<file path="config.mk">
export PLATFORM = sky130hd
export DESIGN_NAME = regfile_sb
export DESIGN_NICKNAME = d
export VERILOG_FILES = /design/src/rtl/regfile_pkg.sv /design/src/rtl/regfile_scoreboard.sv /design/src/rtl/regfile_sb.sv
export SDC_FILE = /design/constraint.sdc
export NUM_CORES = 2
export LEC_CHECK = 0
export ABC_CLOCK_PERIOD_IN_PS = 8300
export CORE_MARGIN = 2
export CORE_UTILIZATION = 52
export CTS_BUF_LIST = sky130_fd_sc_hd__clkbuf_4 sky130_fd_sc_hd__clkbuf_8 sky130_fd_sc_hd__clkbuf_16
export DETAILED_ROUTE_END_ITERATION = 12
export PLACE_DENSITY = 0.76
export SYNTH_ARGS = -nofsm -noshare
export SYNTH_HDL_FRONTEND = slang
export SYNTH_HIERARCHICAL = 1
export SYNTH_SLANG_ARGS = --single-unit
</file>
<file path="constraint.sdc">
create_clock -name clk -period 8.3 [get_ports clk]
set_input_delay 2.49 -clock clk [delete_from_list [all_inputs] [get_ports clk]]
set_output_delay 2.49 -clock clk [all_outputs]
set_load 0.03 [all_outputs]
</file>
<file path="src/rtl/regfile_pkg.sv">
// Shared defaults and width helpers for the scoreboarded register file.
package regfile_pkg;

    localparam int WIDTH_DEF = 32;
    localparam int NREG_DEF  = 32;
    localparam int NRD_DEF   = 2;
    localparam int NWR_DEF   = 2;

    function automatic int addr_width(input int nreg);
        return (nreg <= 2) ? 1 : $clog2(nreg);
    endfunction

    // Counter must hold the value NREG itself, hence the +1.
    function automatic int cnt_width(input int nreg);
        return $clog2(nreg + 1);
    endfunction

endpackage

</file>
<file path="src/rtl/regfile_scoreboard.sv">
// Busy-bit tracking for outstanding producers: reservation accept, per-port
// busy lookup and a registered count of busy registers.
module regfile_scoreboard
    import regfile_pkg::*;
#(
    parameter int NREG = NREG_DEF,
    parameter int NRD  = NRD_DEF,
    parameter int NWR  = NWR_DEF,
    localparam int AW  = addr_width(NREG),
    localparam int CW  = cnt_width(NREG)
) (
    input  logic              clk,
    input  logic              rst,
    input  logic [NWR-1:0]    wr_en,
    input  logic [NWR*AW-1:0] wr_addr,
    input  logic [NRD*AW-1:0] rd_addr,
    input  logic              iss_en,
    input  logic [AW-1:0]     iss_addr,
    output logic              iss_ready,
    output logic [NRD-1:0]    rd_busy,
    output logic [CW-1:0]     busy_cnt
);

    logic [NREG-1:0] busy;
    logic [NREG-1:0] wr_hit;
    logic [NREG-1:0] busy_next;
    logic [CW-1:0]   cnt_next;

    // Registers hit by any write this cycle; address 0 is never a target.
    always_comb begin
        wr_hit = '0;
        for (int j = 0; j < NWR; j++) begin
            if (wr_en[j] && wr_addr[j*AW +: AW] != '0)
                wr_hit[wr_addr[j*AW +: AW]] = 1'b1;
        end
    end

    // A same-cycle write frees the register, so a new producer may claim it.
    always_comb begin
        iss_ready = iss_en && (iss_addr != '0) &&
                    (!busy[iss_addr] || wr_hit[iss_addr]);
        busy_next = busy & ~wr_hit;
        if (iss_ready)
            busy_next[iss_addr] = 1'b1;
    end

    always_comb begin
        cnt_next = '0;
        for (int k = 0; k < NREG; k++)
            cnt_next = cnt_next + CW'(busy_next[k]);
    end

    always_comb begin
        rd_busy = '0;
        for (int i = 0; i < NRD; i++) begin
            rd_busy[i] = (rd_addr[i*AW +: AW] != '0) &&
                         busy[rd_addr[i*AW +: AW]] &&
                         !wr_hit[rd_addr[i*AW +: AW]];
        end
    end

    always_ff @(posedge clk) begin
        if (rst) begin
            busy     <= '0;
            busy_cnt <= '0;
        end else begin
            busy     <= busy_next;
            busy_cnt <= cnt_next;
        end
    end

endmodule

</file>
<file path="src/rtl/regfile_sb.sv">
// Multi-ported register file with write-through bypass and a busy-bit
// scoreboard for destination reservation.
module regfile_sb
    import regfile_pkg::*;
#(
    parameter int WIDTH = WIDTH_DEF,
    parameter int NREG  = NREG_DEF,
    parameter int NRD   = NRD_DEF,
    parameter int NWR   = NWR_DEF,
    localparam int AW   = addr_width(NREG),
    localparam int CW   = cnt_width(NREG)
) (
    input  logic                 clk,
    input  logic                 rst,
    input  logic [NWR-1:0]       wr_en,
    input  logic [NWR*AW-1:0]    wr_addr,
    input  logic [NWR*WIDTH-1:0] wr_data,
    input  logic [NRD*AW-1:0]    rd_addr,
    output logic [NRD*WIDTH-1:0] rd_data,
    output logic [NRD-1:0]       rd_busy,
    input  logic                 iss_en,
    input  logic [AW-1:0]        iss_addr,
    output logic                 iss_ready,
    output logic [CW-1:0]        busy_cnt
);

    logic [WIDTH-1:0] regs [NREG];

    // Ports are visited in ascending order so the highest-index port lands last.
    always_ff @(posedge clk) begin
        if (rst) begin
            for (int k = 0; k < NREG; k++)
                regs[k] <= '0;
        end else begin
            for (int j = 0; j < NWR; j++) begin
                if (wr_en[j] && wr_addr[j*AW +: AW] != '0)
                    regs[wr_addr[j*AW +: AW]] <= wr_data[j*WIDTH +: WIDTH];
            end
        end
    end

    // Bypass uses the same port priority as storage.
    always_comb begin
        rd_data = '0;
        for (int i = 0; i < NRD; i++) begin
            rd_data[i*WIDTH +: WIDTH] = regs[rd_addr[i*AW +: AW]];
            for (int j = 0; j < NWR; j++) begin
                if (wr_en[j] && wr_addr[j*AW +: AW] == rd_addr[i*AW +: AW])
                    rd_data[i*WIDTH +: WIDTH] = wr_data[j*WIDTH +: WIDTH];
            end
            if (rd_addr[i*AW +: AW] == '0)
                rd_data[i*WIDTH +: WIDTH] = '0;
        end
    end

    regfile_scoreboard #(
        .NREG (NREG),
        .NRD  (NRD),
        .NWR  (NWR)
    ) u_scoreboard (
        .clk       (clk),
        .rst       (rst),
        .wr_en     (wr_en),
        .wr_addr   (wr_addr),
        .rd_addr   (rd_addr),
        .iss_en    (iss_en),
        .iss_addr  (iss_addr),
        .iss_ready (iss_ready),
        .rd_busy   (rd_busy),
        .busy_cnt  (busy_cnt)
    );

endmodule

</file>
## Word-level counts from Yosys, hierarchy flattened

Memory sizes are Yosys's and may differ from the RTL's.
Cells that the tools add are included.

- Bits in registers: 38
- Latch bits: 0
- Memory bits (writable): 1024
- Memory bits (read-only): 0
- Input bits: 94
- Logic and storage cells: 119
- Memories kept: 1

- $add $sub $neg: 31
- $mul: 0
- Divide/modulo/power cells: 0
- Order comparisons: 8
- Equal/unequal tests: 4
- Shift operators: 0
- Mux-type cells: 41
- Bitwise logic cells: 4
- Reductions and logical operators: 28

Memories:

| name | depth | width | read ports | clocked after memory_dff | wr ports | line | source |
|---|---|---|---|---|---|---|---|
| regs | 32 | 32 | 2 | 0 | 32 | regfile_sb.sv:27 | `logic [WIDTH-1:0] regs [NREG];` |

Operators by type and width:

| cell | count |
|---|---|
| 32-bit 2-to-1 mux | 11 |
| 6-bit by 1-bit adder with 6-bit output | 30 |
| 32-bit OR | 2 |
| 32-bit OR reduction | 2 |
| 32-bit AND | 1 |
| 32-bit inverter | 1 |
| 1-bit binary-select mux with 5-bit select | 6 |
| 5-bit by 6-bit < comparator with 1-bit output, second input constant | 5 |
| 5-bit nonzero test | 5 |
| 5-bit == test | 4 |
| 1-bit 2-to-1 mux | 19 |
| 1-bit demux with 5-bit select | 3 |
| 5-bit by 1-bit >= comparator with 1-bit output, second input constant | 3 |
| 1-bit logical AND | 15 |
| 5-bit zero test | 2 |
| 5-bit 2-to-1 mux | 2 |
| 1-bit zero test | 3 |
| 1-bit by 1-bit adder with 2-bit output | 1 |
| 1-bit logical OR | 1 |

## Depth between registers and ports, before layout

- Depth in word-level cells: 43
- Mapped depth: 27

## Modules after synthesis

Netlist, hierarchy kept.

By module, submodules not included:

| module | times used | cells each | area an instance (µm²) |
|---|---|---|---|
| regfile_sb | 1 | 4100 | 59515.8 |
| regfile_scoreboard | 1 | 463 | 4162.7 |

## Worst setup path before layout

OpenSTA, ideal clock, no wires.

- Kind: input to register
- Start: input port iss_addr[1]
- End: register u_scoreboard.busy_cnt[4]
- Setup time: 0.128 ns
- Arrival time: 8.485 ns
- Setup slack: -0.313 ns
- Stages on the path: 24
- Path buffers: 3
- Cells stage by stage: clkbuf_1 > buf_2 > mux2i_1 > o22ai_1 > nor4_1 > o211ai_1 > and4bb_4 > buf_6 > o31a_1 > fa_1 > inv_1 > fa_1 > inv_1 > fa_1 > inv_1 > fa_1 > fa_1 > fa_1 > ha_1 > fa_1 > a21o_1 > a21oi_1 > xor2_1 > nor2_1

- Longest elaborated chain between the ends: 37

RTL lines:

| what | line | source |
|---|---|---|
| start: declaration | regfile_sb.sv:22 | `input logic [AW-1:0] iss_addr,` |
| 5-bit by 6-bit < comparator with 1-bit output (implied by the code) (tied with other cells) | regfile_scoreboard.sv:44 | `busy_next[iss_addr] = 1'b1;` |
| 1-bit logical AND (implied by the code) or 1-bit 2-to-1 mux (tied branches) | regfile_scoreboard.sv:44, regfile_scoreboard.sv:41 |  |
| 1-bit 2-to-1 mux (implied by the code) or 1-bit zero test (tied branches) | regfile_scoreboard.sv:44, regfile_scoreboard.sv:41 |  |
| 1-bit demux with 5-bit select or 1-bit logical OR (tied branches) | -- |  |
| 32-bit OR (no line) or 1-bit logical AND (tied branches) | -- |  |
| 32-bit 2-to-1 mux * | regfile_scoreboard.sv:43 | `if (iss_ready)` |
| 1-bit by 1-bit adder with 2-bit output | regfile_scoreboard.sv:50 | `cnt_next = cnt_next + CW'(busy_next[k]);` |
| 6-bit by 1-bit adder with 6-bit output (29 in series) | regfile_scoreboard.sv:50 |  |
| 6-bit by 1-bit adder with 6-bit output * | regfile_scoreboard.sv:50 |  |
| end signal: assignment | regfile_scoreboard.sv:68 | `busy_cnt <= cnt_next;` |
| end: declaration | regfile_scoreboard.sv:21 | `output logic [CW-1:0] busy_cnt` |

Every way passes the cells marked *; elsewhere a longest branch is shown, timed or not. The select of a mux whose other input is x is not followed.
A chain may end at the register's enable or synchronous reset.

## Worst setup path after layout

- Start: input port wr_addr[4]
- End: register u_scoreboard.busy_cnt[4]

- Longest elaborated chain between the ends: 43

RTL lines:

| what | line | source |
|---|---|---|
| start: declaration | regfile_sb.sv:16 | `input logic [NWR*AW-1:0] wr_addr,` |
| 5-bit by 6-bit < comparator with 1-bit output (implied by the code) or 5-bit by 1-bit >= comparator with 1-bit output (tied branches) | regfile_scoreboard.sv:34 | `wr_hit[wr_addr[j*AW +: AW]] = 1'b1;` |
| 1-bit logical AND (implied by the code) | regfile_scoreboard.sv:34 |  |
| 1-bit 2-to-1 mux (implied by the code) | regfile_scoreboard.sv:34 |  |
| 1-bit demux with 5-bit select | -- |  |
| 32-bit 2-to-1 mux * | regfile_scoreboard.sv:33 | `if (wr_en[j] && wr_addr[j*AW +: AW] != '0)` |
| 32-bit OR (no line) | -- |  |
| 32-bit 2-to-1 mux * | regfile_scoreboard.sv:33 |  |
| 1-bit binary-select mux with 5-bit select | regfile_scoreboard.sv:41 | `(!busy[iss_addr] \|\| wr_hit[iss_addr]);` |
| 1-bit 2-to-1 mux (implied by the code) | regfile_scoreboard.sv:41 |  |
| 1-bit logical OR | regfile_scoreboard.sv:41 |  |
| 1-bit logical AND | regfile_scoreboard.sv:40 | `iss_ready = iss_en && (iss_addr != '0) &&` |
| 32-bit 2-to-1 mux * | regfile_scoreboard.sv:43 |  |
| 1-bit by 1-bit adder with 2-bit output | regfile_scoreboard.sv:50 |  |
| 6-bit by 1-bit adder with 6-bit output (29 in series) | regfile_scoreboard.sv:50 |  |
| 6-bit by 1-bit adder with 6-bit output * | regfile_scoreboard.sv:50 |  |

Marked as above.

==> reports/metrics.csv <==
stage;metric;value;unit
outcome;status;finished clean;
route;vias;51770;
floorplan;fp-row-count;128;
layout;layout-drive-gt1-share;29.87;%
global_route;grt_pass1_wl;358600;um
yosys;synth_seq_cells;1062;
yosys;yosysTopAreaCellShare;48.29;%
sta;finalClockSkew;0.009140;ns
clock_tree;insertion_delay;0.74;ns
worst_setup_path;reg2reg_from;u_scoreboard/busy[17];
global_route;grt_start_max_net_pins;82;
route;drtPass1Iterations;13;
power_and_ir_drop;powerDensity;190.6;mW/mm2
yosys;synth_largest_area_cell;edfxtp_1;
sta;relSlewSlack;3.728;%
floorplan;core_area;0.1217;mm2
worst_setup_path;crit_type;in2reg;
power_and_ir_drop;static-leakage-power;25.68;nW
route;wl_per_cell;40.59;um
yosys;synth-edff-count;1024;
route;postRouteWirelength;256700;um
sta;max_freq;0.1217;GHz
clock_tree;numCtsBuffers;111;
sta;period_minus_slack;8.220;ns
placed_design;dp_hpwl;157100;um
min_path;hold_depth;2;
yosys;ys_warn_count;6;
power_and_ir_drop;p_total;14.01;mW
global_route;antenna_found_initial;8;
floorplan;io-pin-count;167;
min_path;min_from;u_scoreboard/busy[0];
power_and_ir_drop;irDropWorstVdd;0.1520;mV
yosys;avgSynthCellArea;13.96;um2
clock_tree;cts_max_level;3;
layout;final_core_util;60.39;%
yosys;synth.area.top_cells;edfxtp_1, a22o_1, mux4_2;
global_route;grt_pass1_vias;50680;
flow_run;cap_violations;0;
worst_setup_path;cp_max_fo;6;
route;drtIter0Drc;9802;
min_path;whs_endpoint;u_scoreboard/busy[0];
sta;tightest_slew;1.439;ns
worst_setup_path;worst_setup_path_start_kind;input pin;
worst_setup_path;rrSetupSlack;1.96;ns
sta;setup_tns;0;ns
global_route;track_usage;39.90;%
min_path;hp-class;reg2reg;
sta;hold_viol_final;0;
yosys;syn_inst;4563;
yosys;async_reset_ff_share;0;%
clock_tree;clk_pin_slew;0.06;ns
global_route;grt_overflow_total;0;
floorplan;die-height;353.9;um
sta;rsz0062_at_grt;yes;
clock_tree;cts_sinks;1062;
route;viasPerCell;8.186;
layout;final_cell_mix;a22o_1, edfxtp_1, buf_4, mux4_2, mux2i_1;
worst_setup_path;end_kind;flop;
clock_tree;cts_max_path_buffers;3;
route;postRouteAntennaNets;0;
yosys;synth_cell_type_count;74;
layout;synthToLayoutAreaGrowth;15.44;%
yosys;ys.flop_type;edfxtp_1;
placed_design;pre_cts_ws;-0.9282;ns
floorplan;die_x;353.9;um
worst_setup_path;crit_required;8.90;ns
worst_setup_path;crit_arrival;8.82;ns
layout;layout_commonest_cell;a22o_1;
clock_tree;cts_tree;built;
placed_design;place.port_buffers;166;
yosys;seq_area_frac_synth;49.48;%
worst_setup_path;worst-r2r-cell-count;22;
sta;slew_violations;0;
sta;finalCritPeriodShare;99.03;%
worst_setup_path;r2r_end;u_scoreboard/busy_cnt[4];
layout;nets;4734;
floorplan;die-area;0.1253;mm2
placed_design;place.gp.congestion;0.9796;
sta;setup_ws;0.08028;ns
floorplan;start_util;52.32;%
sta;setup_violations;0;
route;drc;0;
clock_tree;cts_root_buf;clkbuf_16;
yosys;syn-cell-area;0.06368;mm2
[layer usage]
metal  vias up  wire length, um  global-route usage (%)
met1     25210            81670                   48.95
met3      1537            46220                   17.37
met2      5629           106500                   56.59
met4         8            22280                   27.78
li1      19390                -                       -
met5         -               86                  0.6415
[cell type report]
cell class	instances	area [um2]
diodes	10	25.02
clock inverters	61	735.7
clock buffers	134	2985
repair buffers	639	6198
inverters	38	142.6
well taps	1625	2033
multi-input cells	2756	29880
flip-flops and latches	1062	31510
fillers	8961	48210
[worst max-delay path: stages]
cell and delay, ns:
buf_4 0.14, or4b_4 0.56, o22a_1 0.27, o32a_1 0.19, nand4_1 0.11, nor3_2 0.07
buf_4 0.14, and4bb_4 0.22, o31a_1 0.30, fa_1 0.51, inv_1 0.05, fa_1 0.49
inv_2 0.04, fa_1 0.52, inv_2 0.04, fa_1 0.51, fa_1 0.52, fa_1 0.52
ha_2 0.22, fa_2 0.34, a21o_1 0.20, a21oi_2 0.15, xor2_1 0.15, nor2_1 0.06
[Yosys cell counts, drive strengths merged (9+ instances only)]
cell type / n
or3: 40
o31a: 13
o211a: 30
xnor2: 13
edfxtp: 1024
nor2b: 17
nor4: 62
inv: 37
o21ai: 15
mux4: 408
mux2i: 236
xor2: 10
nand3b: 10
a221o: 64
o22ai: 41
nand2: 64
nor3b: 12
o31ai: 14
a22o: 1054
mux2: 92
buf: 275
nand3: 9
clkbuf: 464
a211oi: 65
nor2: 90
o221ai: 122
dfxtp: 38
a221oi: 60
nor3: 39
fa: 24
a21oi: 10
[timing repair]
| action | 4_1_cts | 5_1_grt |
|---|---|---|
| pin swaps | 17 | 34 |
| endpoints found under the setup margin | 4 | 5 |
| cloned | 1 | 1 |
| gates resized for setup | 44 | 58 |
| hold buffers | 0 | 0 |
| buffers inserted | 14 | 13 |
[worst max path at each step]
stage / endpoint / cells past startpoint / from / slack, ns
floorplan: u_scoreboard/busy_cnt[4] / 23 / wr_addr[3] / -0.06
global placement: u_scoreboard/busy_cnt[4] / 22 / wr_addr[4] / -0.92
detailed placement: u_scoreboard/busy_cnt[4] / 22 / wr_addr[4] / -0.93
CTS: u_scoreboard/busy_cnt[4] / 22 / iss_addr[2] / 0.005
global route: u_scoreboard/busy_cnt[4] / 25 / iss_addr[3] / -0.14
finish: u_scoreboard/busy_cnt[4] / 24 / wr_addr[4] / 0.08
[metrics by stage]
| stage | hold slack [ns] | instances | cell area, um2 |
|---|---|---|---|
| 2_1_floorplan | 0.4479 | 4594 | 63870 |
| 3_3_place_gp | 0.5071 | 6091 | 69350 |
| 3_5_place_dp | 0.5071 | 6091 | 69350 |
| 4_1_cts | 0.5151 | 6301 | 73300 |
| 5_1_grt | 0.5557 | 6319 | 73490 |
| 6_report | 0.5334 | 6325 | 73510 |
[sequential cells by signal, indices dropped and copies added, names as in the netlist]
signal,cells
regs,1024
u_scoreboard/busy,32
u_scoreboard/busy_cnt,6
[where the power goes]
group / internal [mW] / leakage [nW] / switching [mW]
clock network: 3.06 / 1.85 / 2.20
logic: 0.999 / 13.8 / 1.39
registers: 6.19 / 10.1 / 0.162
[cells by family after synthesis]
family / count (synthesis) / synth area share [%]
adders and majority gates: 32 / 0.9117
buffers and inverters: 777 / 5.191
other: 1 / 0.005889
DFF: 1062 / 49.48
muxes: 736 / 19.77
and+or+nand+nor: 398 / 3.462
AOI/OAI and AO/OA: 1534 / 20.86
xor gates and xnor gates: 23 / 0.3163
Note: power is estimated with default switching activity, not from simulation.
